==> src/rtl/hazard_scoreboard_if.sv <==
// ---------------------------------------------------------------------------
// hazard_scoreboard_if
// Groups the D-stage hazard query, the E-stage multiply/divide start and the
// flush signal into one bundle, together with the stall causes returned to
// the pipeline.
//   master : pipeline side. Drives the D-stage fields, md_start/md_div and
//            flush. Receives stall, the four stall causes and md_busy.
//   slave  : scoreboard side. The same signals with the opposite directions.
// ---------------------------------------------------------------------------
interface hazard_scoreboard_if #(
    parameter int AW = 5,
    parameter int TW = 3
);
    logic          issue_valid;
    logic [AW-1:0] rs_addr;
    logic [AW-1:0] rt_addr;
    logic [TW-1:0] rs_tuse;
    logic [TW-1:0] rt_tuse;
    logic          wr_en;
    logic [AW-1:0] wr_addr;
    logic [TW-1:0] wr_tnew;
    logic          hilo_use;
    logic          md_start;
    logic          md_div;
    logic          mtc0_issue;
    logic [4:0]    mtc0_addr;
    logic          eret_d;
    logic          flush;
    logic          stall;
    logic          stall_rs;
    logic          stall_rt;
    logic          stall_hilo;
    logic          stall_eret;
    logic          md_busy;

    modport master (
        output issue_valid, rs_addr, rt_addr, rs_tuse, rt_tuse,
               wr_en, wr_addr, wr_tnew, hilo_use, md_start, md_div,
               mtc0_issue, mtc0_addr, eret_d, flush,
        input  stall, stall_rs, stall_rt, stall_hilo, stall_eret, md_busy
    );

    modport slave (
        input  issue_valid, rs_addr, rt_addr, rs_tuse, rt_tuse,
               wr_en, wr_addr, wr_tnew, hilo_use, md_start, md_div,
               mtc0_issue, mtc0_addr, eret_d, flush,
        output stall, stall_rs, stall_rt, stall_hilo, stall_eret, md_busy
    );
endinterface

==> src/rtl/hazard_scoreboard.sv <==
// ---------------------------------------------------------------------------
// hazard_scoreboard
// Decode-stage hazard unit for the five-stage MIPS pipeline. It keeps one
// countdown per GPR. Each countdown gives the number of cycles until that
// register's pending result can be forwarded. It also keeps a busy countdown
// for the multiply/divide unit and a short window after an EPC write.
// The D stage is held for three reasons:
//   - a GPR read-after-write hazard (Tuse/Tnew rule),
//   - a HI/LO access while the multiply/divide unit is busy,
//   - an eret while an EPC write is still in flight.
// Ports:
//   clk   : rising-edge clock
//   reset : asynchronous, active-low clear of all state
//   hz    : slave side of hazard_scoreboard_if. It carries the D-stage query,
//           md_start/md_div and flush in, and stall, the four stall causes
//           and md_busy out.
// The stall outputs are combinational on purpose. The decode stage needs
// them in the same cycle as the query.
// ---------------------------------------------------------------------------
module hazard_scoreboard #(
    parameter int NREG     = 32,
    parameter int AW       = 5,
    parameter int TW       = 3,
    parameter int MULT_LAT = 5,
    parameter int DIV_LAT  = 10,
    parameter int EPC_ADDR = 14,
    parameter int EPC_WIN  = 2
) (
    input logic                clk,
    input logic                reset,
    hazard_scoreboard_if.slave hz
);
    localparam int MD_MAX = (DIV_LAT > MULT_LAT) ? DIV_LAT : MULT_LAT;
    localparam int MDW    = $clog2(MD_MAX + 1);
    localparam int EW_RAW = $clog2(EPC_WIN + 1);
    localparam int EW     = (EW_RAW < 2) ? 2 : EW_RAW;

    logic [TW-1:0]  cnt_r [NREG];
    logic [MDW-1:0] md_cnt_r;
    logic [EW-1:0]  epc_cnt_r;

    logic stall_rs_s;
    logic stall_rt_s;
    logic stall_hilo_s;
    logic stall_eret_s;
    logic stall_s;
    logic md_busy_s;
    logic issue_s;
    logic epc_load_s;

    // Hazard causes derived from the current scoreboard state and the D-stage query
    always_comb begin
        stall_rs_s   = 1'b0;
        stall_rt_s   = 1'b0;
        md_busy_s    = 1'b0;
        stall_hilo_s = 1'b0;
        stall_eret_s = 1'b0;
        // An all-ones Tuse can never be exceeded by a TW-bit count.
        // This is why an unused operand never stalls.
        if (hz.rs_addr != {AW{1'b0}}) begin
            stall_rs_s = (cnt_r[hz.rs_addr] > hz.rs_tuse);
        end else begin
            stall_rs_s = 1'b0;
        end
        if (hz.rt_addr != {AW{1'b0}}) begin
            stall_rt_s = (cnt_r[hz.rt_addr] > hz.rt_tuse);
        end else begin
            stall_rt_s = 1'b0;
        end
        md_busy_s    = hz.md_start | (md_cnt_r != {MDW{1'b0}});
        stall_hilo_s = hz.hilo_use & md_busy_s;
        stall_eret_s = hz.eret_d & (epc_cnt_r != {EW{1'b0}});
    end

    assign stall_s    = stall_rs_s | stall_rt_s | stall_hilo_s | stall_eret_s;
    assign issue_s    = hz.issue_valid & ~stall_s;
    assign epc_load_s = issue_s & hz.mtc0_issue & (hz.mtc0_addr == 5'(EPC_ADDR));

    assign hz.stall      = stall_s;
    assign hz.stall_rs   = stall_rs_s;
    assign hz.stall_rt   = stall_rt_s;
    assign hz.stall_hilo = stall_hilo_s;
    assign hz.stall_eret = stall_eret_s;
    assign hz.md_busy    = md_busy_s;

    // GPR countdowns: a flush clears them, an issued write loads one, otherwise they count down to zero
    always_ff @(posedge clk or negedge reset) begin
        if (!reset) begin
            for (int i = 0; i < NREG; i++) begin
                cnt_r[i] <= {TW{1'b0}};
            end
        end else begin
            cnt_r[0] <= {TW{1'b0}};
            for (int i = 1; i < NREG; i++) begin
                if (hz.flush) begin
                    // Flushed producers never write back, so nothing stays pending.
                    cnt_r[i] <= {TW{1'b0}};
                end else if (issue_s && hz.wr_en && (hz.wr_addr == AW'(i))) begin
                    // A newer writer always overrides the older entry.
                    // The older producer is further down the pipe.
                    cnt_r[i] <= hz.wr_tnew;
                end else if (cnt_r[i] != {TW{1'b0}}) begin
                    cnt_r[i] <= cnt_r[i] - TW'(1'b1);
                end else begin
                    cnt_r[i] <= cnt_r[i];
                end
            end
        end
    end

    // Multiply/divide busy countdown; the unit always completes, so flush leaves it alone
    always_ff @(posedge clk or negedge reset) begin
        if (!reset) begin
            md_cnt_r <= {MDW{1'b0}};
        end else if (hz.md_start) begin
            md_cnt_r <= hz.md_div ? MDW'(DIV_LAT) : MDW'(MULT_LAT);
        end else if (md_cnt_r != {MDW{1'b0}}) begin
            md_cnt_r <= md_cnt_r - MDW'(1'b1);
        end else begin
            md_cnt_r <= md_cnt_r;
        end
    end

    // EPC write window that holds a following eret
    always_ff @(posedge clk or negedge reset) begin
        if (!reset) begin
            epc_cnt_r <= {EW{1'b0}};
        end else if (hz.flush) begin
            epc_cnt_r <= {EW{1'b0}};
        end else if (epc_load_s) begin
            epc_cnt_r <= EW'(EPC_WIN);
        end else if (epc_cnt_r != {EW{1'b0}}) begin
            epc_cnt_r <= epc_cnt_r - EW'(1'b1);
        end else begin
            epc_cnt_r <= epc_cnt_r;
        end
    end
endmodule

==> src/flat_wrapper.sv <==
// flat-port wrapper written by rule: the top's interface ports become plain ports
module hazard_scoreboard_flat 
#(
    parameter int NREG     = 32,
    parameter int AW       = 5,
    parameter int TW       = 3,
    parameter int MULT_LAT = 5,
    parameter int DIV_LAT  = 10,
    parameter int EPC_ADDR = 14,
    parameter int EPC_WIN  = 2
)
  (clk, reset, hz_issue_valid, hz_rs_addr, hz_rt_addr, hz_rs_tuse, hz_rt_tuse, hz_wr_en, hz_wr_addr, hz_wr_tnew, hz_hilo_use, hz_md_start, hz_md_div, hz_mtc0_issue, hz_mtc0_addr, hz_eret_d, hz_flush, hz_stall, hz_stall_rs, hz_stall_rt, hz_stall_hilo, hz_stall_eret, hz_md_busy);
  hazard_scoreboard_if #(.AW(AW), .TW(TW)) hz_i ();
  input logic clk;
  input logic reset;
  input wire logic [$bits(hz_i.issue_valid)-1:0] hz_issue_valid;
  input wire logic [$bits(hz_i.rs_addr)-1:0] hz_rs_addr;
  input wire logic [$bits(hz_i.rt_addr)-1:0] hz_rt_addr;
  input wire logic [$bits(hz_i.rs_tuse)-1:0] hz_rs_tuse;
  input wire logic [$bits(hz_i.rt_tuse)-1:0] hz_rt_tuse;
  input wire logic [$bits(hz_i.wr_en)-1:0] hz_wr_en;
  input wire logic [$bits(hz_i.wr_addr)-1:0] hz_wr_addr;
  input wire logic [$bits(hz_i.wr_tnew)-1:0] hz_wr_tnew;
  input wire logic [$bits(hz_i.hilo_use)-1:0] hz_hilo_use;
  input wire logic [$bits(hz_i.md_start)-1:0] hz_md_start;
  input wire logic [$bits(hz_i.md_div)-1:0] hz_md_div;
  input wire logic [$bits(hz_i.mtc0_issue)-1:0] hz_mtc0_issue;
  input wire logic [$bits(hz_i.mtc0_addr)-1:0] hz_mtc0_addr;
  input wire logic [$bits(hz_i.eret_d)-1:0] hz_eret_d;
  input wire logic [$bits(hz_i.flush)-1:0] hz_flush;
  output wire logic [$bits(hz_i.stall)-1:0] hz_stall;
  output wire logic [$bits(hz_i.stall_rs)-1:0] hz_stall_rs;
  output wire logic [$bits(hz_i.stall_rt)-1:0] hz_stall_rt;
  output wire logic [$bits(hz_i.stall_hilo)-1:0] hz_stall_hilo;
  output wire logic [$bits(hz_i.stall_eret)-1:0] hz_stall_eret;
  output wire logic [$bits(hz_i.md_busy)-1:0] hz_md_busy;
  assign hz_i.issue_valid = hz_issue_valid;
  assign hz_i.rs_addr = hz_rs_addr;
  assign hz_i.rt_addr = hz_rt_addr;
  assign hz_i.rs_tuse = hz_rs_tuse;
  assign hz_i.rt_tuse = hz_rt_tuse;
  assign hz_i.wr_en = hz_wr_en;
  assign hz_i.wr_addr = hz_wr_addr;
  assign hz_i.wr_tnew = hz_wr_tnew;
  assign hz_i.hilo_use = hz_hilo_use;
  assign hz_i.md_start = hz_md_start;
  assign hz_i.md_div = hz_md_div;
  assign hz_i.mtc0_issue = hz_mtc0_issue;
  assign hz_i.mtc0_addr = hz_mtc0_addr;
  assign hz_i.eret_d = hz_eret_d;
  assign hz_i.flush = hz_flush;
  assign hz_stall = hz_i.stall;
  assign hz_stall_rs = hz_i.stall_rs;
  assign hz_stall_rt = hz_i.stall_rt;
  assign hz_stall_hilo = hz_i.stall_hilo;
  assign hz_stall_eret = hz_i.stall_eret;
  assign hz_md_busy = hz_i.md_busy;
  hazard_scoreboard #(.NREG(NREG), .AW(AW), .TW(TW), .MULT_LAT(MULT_LAT), .DIV_LAT(DIV_LAT), .EPC_ADDR(EPC_ADDR), .EPC_WIN(EPC_WIN)) u_core (.clk(clk), .reset(reset), .hz(hz_i));
endmodule
==> config.mk <==
export PLATFORM = sky130hd
export DESIGN_NAME = hazard_scoreboard_flat
export DESIGN_NICKNAME = d
export VERILOG_FILES = /design/src/rtl/hazard_scoreboard_if.sv /design/src/rtl/hazard_scoreboard.sv /design/src/flat_wrapper.sv
export SDC_FILE = /design/constraint.sdc
export NUM_CORES = 1
export LEC_CHECK = 0
export ABC_AREA = 1
export CAP_MARGIN = 30
export CORE_ASPECT_RATIO = 1.2
export CORE_MARGIN = 2
export CORE_UTILIZATION = 40
export CTS_BUF_LIST = sky130_fd_sc_hd__clkbuf_8
export DETAILED_ROUTE_END_ITERATION = 16
export GPL_ROUTABILITY_DRIVEN = 0
export HOLD_SLACK_MARGIN = 0.08
export SLEW_MARGIN = 10
export SYNTH_ARGS = -nofsm -noshare
export SYNTH_HDL_FRONTEND = slang
export SYNTH_SLANG_ARGS = --single-unit
==> constraint.sdc <==
create_clock -name clk -period 3.1 [get_ports clk]
set_clock_uncertainty 0.15 [all_clocks]
set_input_delay 0.62 -clock clk [delete_from_list [all_inputs] [get_ports clk]]
set_output_delay 0.62 -clock clk [all_outputs]
set_load 0.005 [all_outputs]
# Word-level counts from Yosys, hierarchy flattened
# Cells that the tools add are included.
[op_classes] n_lt_le_gt_ge=4 n_mux=107 n_eq_ne=32 reduce_logical=100 add_sub_neg=33 bitwise=12
[op_table] cell="two-way mux 3 bit" n=97
[op_table] cell="nonzero test 3 bit" n=63
[op_table] cell="subtractor 3 x 1 -> 3 bit, second input constant" n=31
[op_table] cell="equality test 5 bit, second input constant" n=16
[op_table] cell="equality test 5 x 4 -> 1 bit, second input constant" n=9
[op_table] cell="logical AND 1 bit" n=32
[op_table] cell="binary-select mux 3 bit (select 5 bit)" n=2
[op_table] cell="equality test 5 x 3 -> 1 bit, second input constant" n=4
[op_table] cell="greater-or-equal comparator 6 bit, second input constant" n=2
[op_table] cell="two-way mux 4 bit" n=3
[op_table] cell="NOT 5 -> 6 bit" n=2
[op_table] cell="equality test 5 x 2 -> 1 bit, second input constant" n=2
[op_table] cell="nonzero test 5 bit" n=2
[op_table] cell="> comparator 3 bit" n=2
[op_table] cell="two-way mux 2 bit" n=3
[op_table] cell="bitwise AND 1 bit" n=5
[op_table] cell="equality test 5 x 1 -> 1 bit, second input constant" n=1
[op_table] cell="bitwise OR 1 bit" n=4
[op_table] cell="nonzero test 2 bit" n=2
[op_table] cell="nonzero test 4 bit" n=1
[op_table] cell="subtractor 4 x 1 -> 4 bit, second input constant" n=1
[op_table] cell="two-way mux 1 bit" n=2
[op_table] cell="subtractor 2 x 1 -> 2 bit, second input constant" n=1
[op_table] cell="NOT 1 bit" n=1
[totals] word_cells=321 out_inout_bits=6 input_bits=39 register_bits=99

# Logic depth before layout (Yosys ltp)
[depth] depth_word=15 mapped_depth=22 depth_no_buf=21

# Worst setup path before layout
# Ideal clock, no wire load.
[synth_timing] path_type="input-to-reg" start="in hz_rt_addr[0]" end="reg u_core.cnt_r[5] (netlist name)" path_buffers=3 t_required_ns=2.833 t_arrival_ns=3.045 stages=22 setup_ns=0.117 path_slack_ns=-0.212 cell_sequence="buf_2 inv_1 clkbuf_1 a21oi_1 o21ai_0 o221ai_1 nand2_1 nand3_1 nand3_1 nand2_1 ha_1 a21oi_1 o21ai_0 inv_1 nor2_4 nor2_8 buf_12 nand4_4 nand3_1 inv_2 nand2_1 nand2_1"
[synth_between] elab_chain_cells=15 elab_cells_between_ends=17 cone_classes="order compare (1); mux (6); bitwise (6); reduce/logical (4)"
[synth_lines] item="start, declared" line="flat_wrapper.sv:18" rtl="input wire logic [$bits(hz_i.rt_addr)-1:0] hz_rt_addr;"
[synth_lines] item="NOT 5 -> 6 bit (not written as such)" line="hazard_scoreboard.sv:66" rtl="stall_rt_s = (cnt_r[hz.rt_addr] > hz.rt_tuse);"
[synth_lines] item="binary-select mux 3 bit (select 5 bit)" line="hazard_scoreboard.sv:66"
[synth_lines] item="two-way mux 3 bit (not written as such) (2 in a row)" line="hazard_scoreboard.sv:66"
[synth_lines] item="> comparator 3 bit" line="hazard_scoreboard.sv:66"
[synth_lines] item="two-way mux 1 bit (*)" line="hazard_scoreboard.sv:65" rtl="if (hz.rt_addr != {AW{1'b0}}) begin"
[synth_lines] item="via hz_stall_rt" line="flat_wrapper.sv:33" rtl="output wire logic [$bits(hz_i.stall_rt)-1:0] hz_stall_rt;"
[synth_lines] item="bitwise OR 1 bit (*) (3 in a row)" line="hazard_scoreboard.sv:75" rtl="assign stall_s = stall_rs_s | stall_rt_s | stall_hilo_s | stall_eret_s;"
[synth_lines] item="NOT 1 bit (*)" line="hazard_scoreboard.sv:76" rtl="assign issue_s = hz.issue_valid & ~stall_s;"
[synth_lines] item="bitwise AND 1 bit (*)" line="hazard_scoreboard.sv:76"
[synth_lines] item="logical AND 1 bit (*) (2 in a row)" line="hazard_scoreboard.sv:98" rtl="end else if (issue_s && hz.wr_en && (hz.wr_addr == AW'(i))) begin"
[synth_lines] item="two-way mux 3 bit" line="hazard_scoreboard.sv:98"
[synth_lines] item="two-way mux 3 bit" line="hazard_scoreboard.sv:95" rtl="if (hz.flush) begin"
[synth_lines] item="end signal, assigned by index" line="hazard_scoreboard.sv:97" rtl="cnt_r[i] <= {TW{1'b0}};"
[synth_lines] item="end signal, assigned by index" line="hazard_scoreboard.sv:101" rtl="cnt_r[i] <= hz.wr_tnew;"
[synth_lines] item="end signal, assigned by index" line="hazard_scoreboard.sv:103" rtl="cnt_r[i] <= cnt_r[i] - TW'(1'b1);"
[synth_lines] item="end, declared" line="hazard_scoreboard.sv:38" rtl="logic [TW-1:0] cnt_r [NREG];"
# Mark *: on every way through the listed nets, which the timed path passes. The rest lies on a longest branch. The select of a mux whose other input is x is not followed.
# A chain may end at the register's enable or synchronous reset.

# Worst setup path in the final report
[layout_timing] start="in hz_rs_addr[0]" end="out hz_stall"
[layout_between] elab_chain_cells=9 elab_cells_between_ends=10 cone_classes="order compare (1); mux (4); bitwise (4); reduce/logical (1)"
[layout_lines] item="start, declared" line="flat_wrapper.sv:17" rtl="input wire logic [$bits(hz_i.rs_addr)-1:0] hz_rs_addr;"
[layout_lines] item="NOT 5 -> 6 bit (not written as such)" line="hazard_scoreboard.sv:61" rtl="stall_rs_s = (cnt_r[hz.rs_addr] > hz.rs_tuse);"
[layout_lines] item="binary-select mux 3 bit (select 5 bit)" line="hazard_scoreboard.sv:61"
[layout_lines] item="two-way mux 3 bit (not written as such) (2 in a row)" line="hazard_scoreboard.sv:61"
[layout_lines] item="> comparator 3 bit" line="hazard_scoreboard.sv:61"
[layout_lines] item="two-way mux 1 bit (*)" line="hazard_scoreboard.sv:60" rtl="if (hz.rs_addr != {AW{1'b0}}) begin"
[layout_lines] item="bitwise OR 1 bit (*) (3 in a row)" line="hazard_scoreboard.sv:75"
[layout_lines] item="end, declared" line="flat_wrapper.sv:31" rtl="output wire logic [$bits(hz_i.stall)-1:0] hz_stall;"
# Every way passes the cells marked *; elsewhere a longest branch is shown, timed or not. The select of a mux whose other input is x is not followed.

==> results by group <==
GRT
  – Initial antenna violation count: 0
  – Largest net degree at the start of global routing: 68
  – First-pass GRT wire length: between 50000 and 60000 um
  – Vias in the first global route: 10344
  – All-Layer GR Usage: a little over a quarter
  – Grt total ovfl: 0

Floorplan
  – # rows: 63
  – Die Span X: 149 um
  – Initial Util: approximately two fifths
  – DIE AREA: 26400 um2
  – Die Y: 178 um
  – Ports: 45
  – Core footprint: roughly 25000 um2

Route
  – DRT Pass-1 Iters: 8
  – Detailed Route Iter0 Violations: 1074
  – Vias/cell: 5.54
  – Vias: 10735
  – Drt drc: 0
  – Post-DRT Antenna Nets: 0
  – DR WL/cell: 19.1 um
  – Routed wire length: 37000 um

Clocking
  – Clk slew on worst S/H paths: roughly 100 ps
  – Clk sink count: slightly below 100
  – CTS buffer count: 9
  – CTS tree: done
  – Clk Latency, worst-skew pair: 420 ps
  – H-tree Lvls: 3
  – CTS Root Cell: clkbuf_8
  – Maximum buffer depth of the clock tree: 2

STA
  – Count of final setup violators: about 100
  – PnR worst setup slack: -324 ps
  – Final worst path period share: 110%
  – Slew headroom: between 60% and 70%
  – RSZ-0062 raised after global routing: yes
  – Fin Setup TNS: -20050 ps
  – Post-layout minimum cycle time: roughly 3400 ps
  – Slew at the pin with the worst max-slew slack: 587 ps
  – Hold Vio Cnt, Final: 0
  – Max Slew Vio Count: 0
  – Fmax achieved: 0.292 GHz

Synth
  – Syn Area/Cell: 6.90 um2
  – Yosys warns: 0
  – Yosys cell types: 37
  – Asr flop ratio synth: 100%
  – Number of enable flip-flop cells after synthesis: 0
  – Sequential share of the synthesized area: around a quarter
  – Main flop type after synthesis: dfrtp_1
  – Post-synth net total: 1568
  – Mapped Area: 10100 um2
  – Syn Inst Count: 1458
  – Number of synthesized register bits: 99

Flow run
  – Max-Cap Viols: 0

Worst setup path
  – WS Path Type: primary input to output port
  – CP Capture Type: output port
  – Crit path max fanout: 7
  – Critical R2R Launch: u_core.cnt_r[28]
  – Worst EP required: 2330 ps
  – Crit start category: primary input
  – Launch point of the worst path: hz_rs_addr[0]
  – Critical Path AT: 2650 ps

Finish
  – Final net count: 1719
  – Share of layout cells above drive strength 1: 26.9%
  – Area Overhead vs Synth: 29.2%
  – Diode count: 0

Worst hold path
  – Hold WC Path Type: register to register
  – Hold Crit Start: u_core.cnt_r[92]

Status
  – Failing checks: negative setup slack
  – Status: finished with violations

Place
  – Port bufs: 44
  – Pre-CTS setup slack: -1270 ps
  – DP HPWL: 25000 um

Power and ir drop
  – Total leakage power: 6.42 nW
  – Total Power: ~9 mW
  – Maximum VDD drop: ~310 uV
  – Power density cells: 684 nW/um2
-- registers in the layout (all words and copies together) (netlist names) --
| register | flops |
|---|---|
| u_core.epc_cnt_r | 2 |
| u_core.md_cnt_r | 4 |
| u_core.cnt_r | 93 |
-- Yosys cell counts (16+ instances only) --
cell type | n | share of area (%)
o221ai_1 | 23 | 2.0
nor2_1 | 39 | 1.5
nand4_1 | 94 | 5.8
inv_1 | 216 | 8.1
dfrtp_1 | 99 | 25
ha_1 | 71 | 8.8
o21ai_0 | 63 | 3.1
a21oi_1 | 67 | 3.3
nand3_1 | 47 | 2.3
nand2_1 | 531 | 20
buf_2 | 16 | 0.80
a21oi_4 | 30 | 4.8
clkbuf_1 | 39 | 1.5
nand4_4 | 30 | 6.3
o211ai_1 | 19 | 1.4
-- where the power goes --
group / switching (mW) / total, mW / internal [mW]
sequential: 0.411 / 2.16 / 1.75
combinational: 3.26 / 5.70 / 2.45
clock: 0.534 / 1.04 / 0.502
total: 4.20 / 8.90 / 4.70
-- kinds of logic after synthesis --
| kind of cell | after synthesis | share of synthesized area [%] |
|---|---|---|
| AND/OR/NAND/NOR | 769 | 38.0 |
| AO/OA/AOI/OAI | 216 | 15.8 |
| flip-flops | 99 | 24.6 |
| XOR/XNOR | 1 | 0.0871 |
| buffers and inverters | 302 | 12.6 |
| adder cells (fa/ha/maj) | 71 | 8.83 |
-- area by class of cell --
| type | instances | area, um2 |
|---|---|---|
| Fill cell | 2382 | 11700 |
| Multi-Input combinational cell | 1057 | 6790 |
| Sequential cell | 99 | 2480 |
| Timing Repair Buffer | 213 | 2190 |
| Inverter | 229 | 897 |
| Tap cell | 325 | 407 |
| Clock buffer | 11 | 151 |
| Clock inverter | 5 | 85.1 |
-- final timing paths --
path | to | slack, ps | cells past startpoint
worst max register to register | u_core.cnt_r[83] | -200 | 22
worst min-delay path | u_core.cnt_r[92] | 330 | 2
max in group asynchronous | u_core.cnt_r[87] | 1530 | 3
min in group asynchronous | u_core.cnt_r[64] | 500 | 2
worst min register to register | u_core.cnt_r[92] | 330 | 2
worst max-delay path | hz_stall | -320 | 16
-- per-layer routing --
| metal | vias to the layer above | global-route usage, % | share of wire [%] |
|---|---|---|---|
| met4 | 0 | 14.4 | 5.1 |
| met2 | 457 | 44.9 | 45 |
| met1 | 5044 | 34.0 | 42 |
| met3 | 122 | 4.78 | 7.8 |
| li1 | 5112 | - | - |
| met5 | - | 0 | 0 |
-- repair_timing --
item | 4_1_cts | 5_1_grt
endpoints found under the hold margin | 21 | 0
pin swaps | 48 | 83
resized for setup | 144 | 99
hold buffers | 1 | 0
setup endpoints to repair | 98 | 98
cloned | 6 | 8
setup buffers | 22 | 10
-- cell usage in the layout (no fill, tap or decap), types with 5 or more instances in the layout --
| cell | Yosys | layout |
|---|---|---|
| o221ai_1 | 23 | 19 |
| nand4_4 | 30 | 30 |
| a21oi_4 | 30 | 32 |
| inv_2 | 12 | 46 |
| buf_6 | 8 | 20 |
| nand3_2 | 4 | 38 |
| dfrtp_1 | 99 | 98 |
| buf_4 | 2 | 121 |
| a21oi_1 | 67 | 57 |
| o2111ai_1 | 5 | 5 |
| nand4_1 | 94 | 94 |
| a21oi_2 | 1 | 9 |
| clkdlybuf4s50_1 | 0 | 30 |
| nand2_1 | 531 | 484 |
| inv_1 | 216 | 176 |
| o211ai_1 | 19 | 19 |
| nand2_2 | 1 | 46 |
| nand3_1 | 47 | 11 |
| clkbuf_8 | 0 | 11 |
| o21ai_0 | 63 | 42 |
| nor2_1 | 39 | 38 |
| nor3_1 | 12 | 12 |
| ha_1 | 71 | 69 |
| buf_8 | 0 | 7 |
| o21ai_1 | 0 | 17 |
| buf_12 | 3 | 22 |
-- per-stage QoR --
step	cells	cell area (um2)	hold slack [ps]	utilization [%]
floorplan	1458	10300	174	-
global placement	1884	11800	314	47.7
detailed placement	1884	11800	316	47.7
CTS	1929	12700	343	51.1
global route	1939	13000	360	52.5
finish	1939	13000	332	52.5
-- critical path: stages --
cell and delay [ps]:
buf_8 100, buf_12 150, buf_12 150, o211ai_1 250, o221ai_2 140, nor2_1 120, o22ai_1 90, nand2_1 80
nand2_2 70, ha_4 270, a21oi_4 130, nand2_2 80, nand3_4 70, buf_6 110, nand3_4 80, buf_6 130
(Power assumes the default switching activity.)
